--- src/rtl/mem_port_arbiter.sv ---
//------------------------------------------------------------------------------
// mem_port_arbiter
// Shares one memory port between instruction fetch (I) and load/store (D).
// One outstanding transaction, D priority with an I anti-starvation guard,
// and a no-ack timeout that returns an error to the requester.
// Revision: 1.0 - initial release
//------------------------------------------------------------------------------
`default_nettype none

module mem_port_arbiter #(
    parameter int unsigned MAX_D_STREAK = 4,
    parameter int unsigned TIMEOUT      = 64
) (
    input  logic        clk,
    input  logic        rst,
    input  logic        if_req,
    input  logic [31:0] if_addr,
    output logic        if_ack,
    output logic [31:0] if_rdata,
    output logic        if_err,
    input  logic        d_req,
    input  logic        d_we,
    input  logic [31:0] d_addr,
    input  logic [31:0] d_wdata,
    input  logic [3:0]  d_wstrb,
    output logic        d_ack,
    output logic [31:0] d_rdata,
    output logic        d_err,
    output logic        mem_req,
    output logic        mem_we,
    output logic [31:0] mem_addr,
    output logic [31:0] mem_wdata,
    output logic [3:0]  mem_wstrb,
    input  logic        mem_ack,
    input  logic [31:0] mem_rdata,
    output logic        busy
);

    localparam int SW = (MAX_D_STREAK < 1) ? 1 : $clog2(MAX_D_STREAK + 1);
    localparam int TW = (TIMEOUT < 2) ? 1 : $clog2(TIMEOUT + 1);
    localparam logic [SW-1:0] STREAK_MAX = SW'(MAX_D_STREAK);
    localparam logic [TW-1:0] TMO_LAST   = TW'((TIMEOUT == 0) ? 0 : TIMEOUT - 1);

    typedef enum logic [1:0] {
        S_IDLE   = 2'd0,
        S_WAIT_I = 2'd1,
        S_WAIT_D = 2'd2,
        S_RESP   = 2'd3
    } state_t;

    state_t      state_q, state_d;
    logic [SW-1:0] streak_q, streak_d;
    logic [TW-1:0] tmo_q, tmo_d;
    logic        if_ack_q, if_ack_d, if_err_q, if_err_d;
    logic [31:0] if_rdata_q, if_rdata_d;
    logic        d_ack_q, d_ack_d, d_err_q, d_err_d;
    logic [31:0] d_rdata_q, d_rdata_d;
    logic        mem_req_q, mem_req_d, mem_we_q, mem_we_d;
    logic [31:0] mem_addr_q, mem_addr_d, mem_wdata_q, mem_wdata_d;
    logic [3:0]  mem_wstrb_q, mem_wstrb_d;
    logic        busy_q, busy_d;
    logic        w_streak_sat;

    // Byte lanes within a word are chosen by d_wstrb, so the low address bits are dropped.
    logic unused_d_addr_lsbs;
    assign unused_d_addr_lsbs = ^d_addr[1:0];

    assign w_streak_sat = (streak_q == STREAK_MAX);

    // Next-state and registered-output computation; everything holds unless changed.
    always_comb begin
        state_d     = state_q;
        streak_d    = streak_q;
        tmo_d       = tmo_q;
        if_ack_d    = 1'b0;
        if_err_d    = if_err_q;
        if_rdata_d  = if_rdata_q;
        d_ack_d     = 1'b0;
        d_err_d     = d_err_q;
        d_rdata_d   = d_rdata_q;
        mem_req_d   = mem_req_q;
        mem_we_d    = mem_we_q;
        mem_addr_d  = mem_addr_q;
        mem_wdata_d = mem_wdata_q;
        mem_wstrb_d = mem_wstrb_q;

        case (state_q)
            S_IDLE: begin
                if (d_req && !(if_req && w_streak_sat)) begin
                    state_d     = S_WAIT_D;
                    mem_req_d   = 1'b1;
                    mem_we_d    = d_we;
                    mem_addr_d  = {d_addr[31:2], 2'b00};
                    mem_wdata_d = d_wdata;
                    mem_wstrb_d = d_we ? d_wstrb : 4'b0000;
                    tmo_d       = '0;
                    // Only count D grants that actually made I wait.
                    streak_d    = if_req ? streak_q + SW'(1) : '0;
                end else if (if_req) begin
                    streak_d = '0;
                    if (if_addr[1:0] != 2'b00) begin
                        // Misaligned fetch is answered locally without touching memory.
                        state_d    = S_RESP;
                        if_ack_d   = 1'b1;
                        if_err_d   = 1'b1;
                        if_rdata_d = '0;
                    end else begin
                        state_d     = S_WAIT_I;
                        mem_req_d   = 1'b1;
                        mem_we_d    = 1'b0;
                        mem_addr_d  = if_addr;
                        mem_wdata_d = '0;
                        mem_wstrb_d = 4'b0000;
                        tmo_d       = '0;
                    end
                end
            end
            S_WAIT_I, S_WAIT_D: begin
                if (mem_ack) begin
                    state_d   = S_RESP;
                    mem_req_d = 1'b0;
                    if (state_q == S_WAIT_I) begin
                        if_ack_d   = 1'b1;
                        if_err_d   = 1'b0;
                        if_rdata_d = mem_rdata;
                    end else begin
                        d_ack_d   = 1'b1;
                        d_err_d   = 1'b0;
                        d_rdata_d = mem_we_q ? 32'h0 : mem_rdata;
                    end
                end else if ((TIMEOUT != 0) && (tmo_q == TMO_LAST)) begin
                    state_d   = S_RESP;
                    mem_req_d = 1'b0;
                    if (state_q == S_WAIT_I) begin
                        if_ack_d   = 1'b1;
                        if_err_d   = 1'b1;
                        if_rdata_d = '0;
                    end else begin
                        d_ack_d   = 1'b1;
                        d_err_d   = 1'b1;
                        d_rdata_d = '0;
                    end
                end else begin
                    tmo_d = tmo_q + TW'(1);
                end
            end
            S_RESP: begin
                // Acks default low here, so the response pulse lasts one cycle.
                state_d = S_IDLE;
            end
            default: state_d = S_IDLE;
        endcase

        busy_d = (state_d != S_IDLE);
    end

    // State and output registers; reset abandons any in-flight transaction.
    always_ff @(posedge clk or posedge rst) begin
        if (rst) begin
            state_q     <= S_IDLE;
            streak_q    <= '0;
            tmo_q       <= '0;
            if_ack_q    <= 1'b0;
            if_err_q    <= 1'b0;
            if_rdata_q  <= '0;
            d_ack_q     <= 1'b0;
            d_err_q     <= 1'b0;
            d_rdata_q   <= '0;
            mem_req_q   <= 1'b0;
            mem_we_q    <= 1'b0;
            mem_addr_q  <= '0;
            mem_wdata_q <= '0;
            mem_wstrb_q <= 4'b0000;
            busy_q      <= 1'b0;
        end else begin
            state_q     <= state_d;
            streak_q    <= streak_d;
            tmo_q       <= tmo_d;
            if_ack_q    <= if_ack_d;
            if_err_q    <= if_err_d;
            if_rdata_q  <= if_rdata_d;
            d_ack_q     <= d_ack_d;
            d_err_q     <= d_err_d;
            d_rdata_q   <= d_rdata_d;
            mem_req_q   <= mem_req_d;
            mem_we_q    <= mem_we_d;
            mem_addr_q  <= mem_addr_d;
            mem_wdata_q <= mem_wdata_d;
            mem_wstrb_q <= mem_wstrb_d;
            busy_q      <= busy_d;
        end
    end

    assign if_ack    = if_ack_q;
    assign if_err    = if_err_q;
    assign if_rdata  = if_rdata_q;
    assign d_ack     = d_ack_q;
    assign d_err     = d_err_q;
    assign d_rdata   = d_rdata_q;
    assign mem_req   = mem_req_q;
    assign mem_we    = mem_we_q;
    assign mem_addr  = mem_addr_q;
    assign mem_wdata = mem_wdata_q;
    assign mem_wstrb = mem_wstrb_q;
    assign busy      = busy_q;

endmodule

`default_nettype wire

--- config.mk ---
export PLATFORM = sky130hd
export DESIGN_NAME = mem_port_arbiter
export DESIGN_NICKNAME = d
export VERILOG_FILES = /design/src/rtl/mem_port_arbiter.sv
export SDC_FILE = /design/constraint.sdc
export NUM_CORES = 1
export LEC_CHECK = 0
export CAP_MARGIN = 5
export CORE_MARGIN = 5
export CORE_UTILIZATION = 30
export DETAILED_ROUTE_END_ITERATION = 10
export PLACE_DENSITY_LB_ADDON = 0.2
export REMOVE_ABC_BUFFERS = 1
export SETUP_SLACK_MARGIN = 0.2
export SYNTH_ARGS = -nofsm -noshare
export SYNTH_HDL_FRONTEND = slang
export SYNTH_SLANG_ARGS = --single-unit
--- constraint.sdc ---
create_clock -name clk -period 8.86 [get_ports clk]
set_clock_uncertainty 0.05 [all_clocks]
set_input_delay 1.329 -clock clk [delete_from_list [all_inputs] [get_ports clk]]
set_output_delay 1.329 -clock clk [all_outputs]
set_load 0.02 [all_outputs]
# == Word level (Yosys, flattened, before mapping) ==
# Cells that the tools add are included.
# W data, S select, Z words.
# classes
muxes,70
bitwise,1
eq_ne,15
addsub,2
n_reduce_logical,16
# op_table
cell,n
$mux W32,18
$pmux W32 S2,1
$mux W7,5
$mux W1,29
$mux W4,4
$ne A2 B2 Y1 const B,7
$pmux W7 S2,1
$mux W2,5
$reduce_bool A2 Y1,5
$mux W3,3
$ne A3 B3 Y1 const B,3
$add A7 B1 Y7 const B,1
$eq A7 B6 Y1 const B,1
$pmux W1 S2,3
$pmux W2 S3,1
$reduce_and A3 Y1,2
$reduce_and A6 Y1,1
$reduce_and A5 Y1,1
$eq A2 B2 Y1 const B,2
$reduce_and A4 Y1,1
$add A3 B1 Y3 const B,1
$eq A3 B3 Y1 const B,1
$eq A2 B1 Y1 const B,1
$logic_and A1 B1 Y1,2
5 further kinds,5
# word_totals
ff_bits,151
out_inout_bits,139
wordCells,119

# == Longest topological paths before layout ==
# logic_depth
word_depth,7
ltp_mapped,9
mapped_depth_nobuf,6

# == Least setup slack after synthesis ==
# Ideal clock, no wire load.
# synth_path
path_type,input to register
from,in if_addr[1]
to,"reg mem_wdata_q[0], in the netlist mem_wdata[0]"
t_arrival_ns,2.503
setup_time_ns,0.121
path_buffers,2
path_slack_ns,6.186
t_required_ns,8.689
path_stages,6
cell_sequence,or3b_1 o21ai_1 nand2_1 buf_2 buf_2 a22o_1
# synth_between
elab_chain_len,3
# synth_lines
item,line,text
start: declaration,17,"input logic [31:0] if_addr,"
$reduce_bool A2 Y1,101,if (if_addr[1:0] != 2'b00) begin
$ne A2 B2 Y1 (no line),-,
$reduce_and A3 Y1 (no line),-,
end signal: assignment,188,mem_wdata_q <= mem_wdata_d;
end: declaration,59,"logic [31:0] mem_addr_q, mem_addr_d, mem_wdata_q, mem_wdata_d;"
# Every way passes these cells.
# A chain may end at the register's enable or synchronous reset.

# == Worst setup path after layout ==
# layout_path
from,in if_req
to,"reg if_rdata_q[21], in the netlist if_rdata[21]"
# layout_between
elab_chain_len,5
# layout_lines
item,line,text
start: declaration,16,"input logic if_req,"
$logic_and A1 B1 Y1,89,if (d_req && !(if_req && w_streak_sat)) begin
$logic_not A1 Y1,89,
$logic_and A1 B1 Y1,89,
$ne A2 B2 Y1 (no line),-,
$reduce_and A6 Y1 (no line) (*),-,
end signal: assignment,181,if_rdata_q <= if_rdata_d;
end: declaration,55,"logic [31:0] if_rdata_q, if_rdata_d;"
# Mark *: on every way between the ends. The rest lies on a longest branch, timed or not.

==> results_dict.tcl <==
set metrics [dict create \
    status "finished, final reports clean" \
    finalSetupViolations 0 \
    fmax_mhz 265.4 \
    tightest_slew_ps 1209 \
    startpoint "if_req" \
    arrival_ps 4060 \
    holdWs_ps 439.7 \
    grt_pass1_vias 5538 \
    vias_per_cell 4.888 \
    ir_drop_mv 0.1676 \
    drc 0 \
    via_count 5245 \
    min_path_type "reg -> reg" \
    grt_antenna_before_repair 0 \
    ys_seq_elements 151 \
    cp.required_ps 9150 \
    drt-total-wl_um 19430 \
    place_worst_setup_slack_ps 4672 \
    power_density_nw_per_um2 350.1 \
    synthCells 525 \
    ff2ff_setup_slack_ps 5660 \
    start_util 0.3052 \
    tns_ps 0 \
    antenna_left 0 \
    root_buffer "clkbuf_16" \
    yosysWarnings 0 \
    place.gp.congestion 0.7938 \
    grt_setup_unrepaired "false" \
    diodes 0 \
    htreeDepth 4 \
    seq_area_um2 3779 \
    fin_cells 1073 \
    core_um2 21090 \
    mostFrequentLayoutCell "clkdlybuf4s50_1" \
    wl_per_cell_um 18.11 \
    holdCritStartpoint "mem_addr[0]" \
    dp_cells 1041 \
    drtIter0Drc 266 \
    critPathMaxFanout 31 \
    drive_above_1_share 0.1103 \
    numPortBuffers 274 \
    drv_slew 0 \
    path_class "in -> reg" \
    r2r_start "state_q[1]" \
    grt_pass1_wl_um 30710 \
    synth_edf_count 0 \
    cpPeakStageDelay_ps 1020 \
    grt_usage 0.1586 \
    die_x_um 156.5 \
    postCtsSetupBuffers 0 \
    numCtsBuffers 17 \
    min_period_over_period 0.4252 \
    synthToLayoutAreaGrowth_pct 55.34 \
    cts.sinks 151 \
    drt_pre_antenna_iters 4 \
    fin_ws_ps 5093 \
    die_h_um 156.5 \
    clockBufferDepth 2 \
    final_cell_mix "274 x clkdlybuf4s50_1, 151 x dfrtp_1, 63 x a22o_1" \
    power_leakage_nw 4.203 \
    endpoint_kind "flop" \
    clk_latency_ps 420 \
    num_io_pins 277 \
    start_kind "primary input" \
    multi_input_area_um2 2420 \
    hold_viol_final 0 \
    slew_headroom 0.1937 \
    ys_seq_area_frac 0.5872 \
    async_flop_share 1.000 \
    grt_max_degree 77 \
    maxCapViolCount 0 \
    fin_crit_ps 3767 \
    fill_cells 1923 \
    dp_hpwl_um 14040 \
    path_cells "clkdlybuf4s50_1 -> o21ai_0 -> a221oi_1 -> and2_1 -> a22o_1" \
    rows 53 \
    syn_area_um2 6435 \
    synth_ff_type "dfrtp_1" \
    ys_types 41 \
    cts_resized 0 \
    cts_tree "built" \
    fin_nets 931 \
    path_clk_slew_ps 70 \
    avgSynthCellArea_um2 12.26 \
    critPathSlowestCell "and2_1" \
    grt-ovfl-total 0 \
    die-area_um2 24480 \
    cts_hold_buffers 0 \
]
## metrics by stage
stage	power, mW	util	area (um2)
floorplan	1.970	-	6231
global placement	2.749	0.4448	9380
detailed placement	2.775	0.4448	9380
CTS	3.554	0.4740	9996
global route	3.724	0.4740	9996
finish	3.500	0.4740	9996
## critical path: cells and delay by family
family | cells | cell delay, ps
AO/OA/AOI/OAI | 3 | 990
buffers and inverters | 1 | 710
AND/OR/NAND/NOR | 1 | 1020
## layout make-up
cell class,instances,share of cell area
Clock buffer,18,0.04394
Clock inverter,14,0.01765
Inverter,10,0.004256
Multi-Input combinational cell,324,0.2421
Sequential cell,151,0.3780
Tap cell,275,0.03442
Timing Repair Buffer,281,0.2796
## power by group
part           switching [mW]  total (mW)  leakage, nW  internal (mW)
logic                   0.864        1.63         1.98          0.764
registers               0.157        1.12         1.92          0.961
clock network           0.318       0.755        0.295          0.437
total                    1.34        3.50         4.20           2.16
## flip-flops by register name, indices dropped and copies added, names as in the netlist
name,cells
mem_wdata,32
d_err,1
if_ack,1
if_rdata,32
mem_wstrb,4
mem_req,1
if_err,1
d_ack,1
tmo_q,7
streak_q,3
mem_we,1
mem_addr,32
busy,1
state_q,2
d_rdata,32
## logic make-up (layout without fill, tap and decap cells)
kind of cell,after synthesis,in the layout,share of synthesized area
buffers and inverters,50,323,0.03753
adders and majority gates,8,8,0.01556
and+or+nand+nor,80,80,0.06047
muxes,60,60,0.1050
AOI/OAI and AO/OA,176,176,0.1942
DFF,151,151,0.5872
## routing by layer
metal  share of wire  vias up  track usage
met4           0.016        0      0.05083
met5               0        -            0
met2            0.47      225       0.2459
met3            0.10       20      0.06637
li1                -     2444            -
met1            0.41     2556       0.2019
## final timing paths
kind | endpoint | depth (start not counted)
min in group asynchronous | mem_wdata[29] | 2
worst max-delay path | if_rdata[21] | 5
max in group asynchronous | mem_wstrb[2] | 3
worst min-delay path | mem_addr[0] | 1
worst max register to register | if_rdata[21] | 6
worst min register to register | mem_addr[0] | 1
## synthesized netlist by cell type, types with 2 or more instances
cell,n,area share
and2_1,5,0.0049
clkbuf_1,18,0.010
buf_6,4,0.0070
o31ai_1,3,0.0035
inv_1,10,0.0058
o21ai_0,38,0.030
nand3_1,10,0.0078
nand4_1,2,0.0019
mux2_1,21,0.037
a22o_1,63,0.086
mux2_2,39,0.068
nand2b_1,5,0.0049
and3_4,2,0.0035
a21oi_1,5,0.0039
ha_1,8,0.016
nor2_1,7,0.0041
o31a_1,2,0.0027
buf_2,16,0.012
o211ai_1,6,0.0070
o21ai_1,38,0.030
dfrtp_1,151,0.59
a32o_1,8,0.012
nand2_1,42,0.024
a21o_1,3,0.0035
or4_1,3,0.0035
Power figures use the tool's default switching activity.
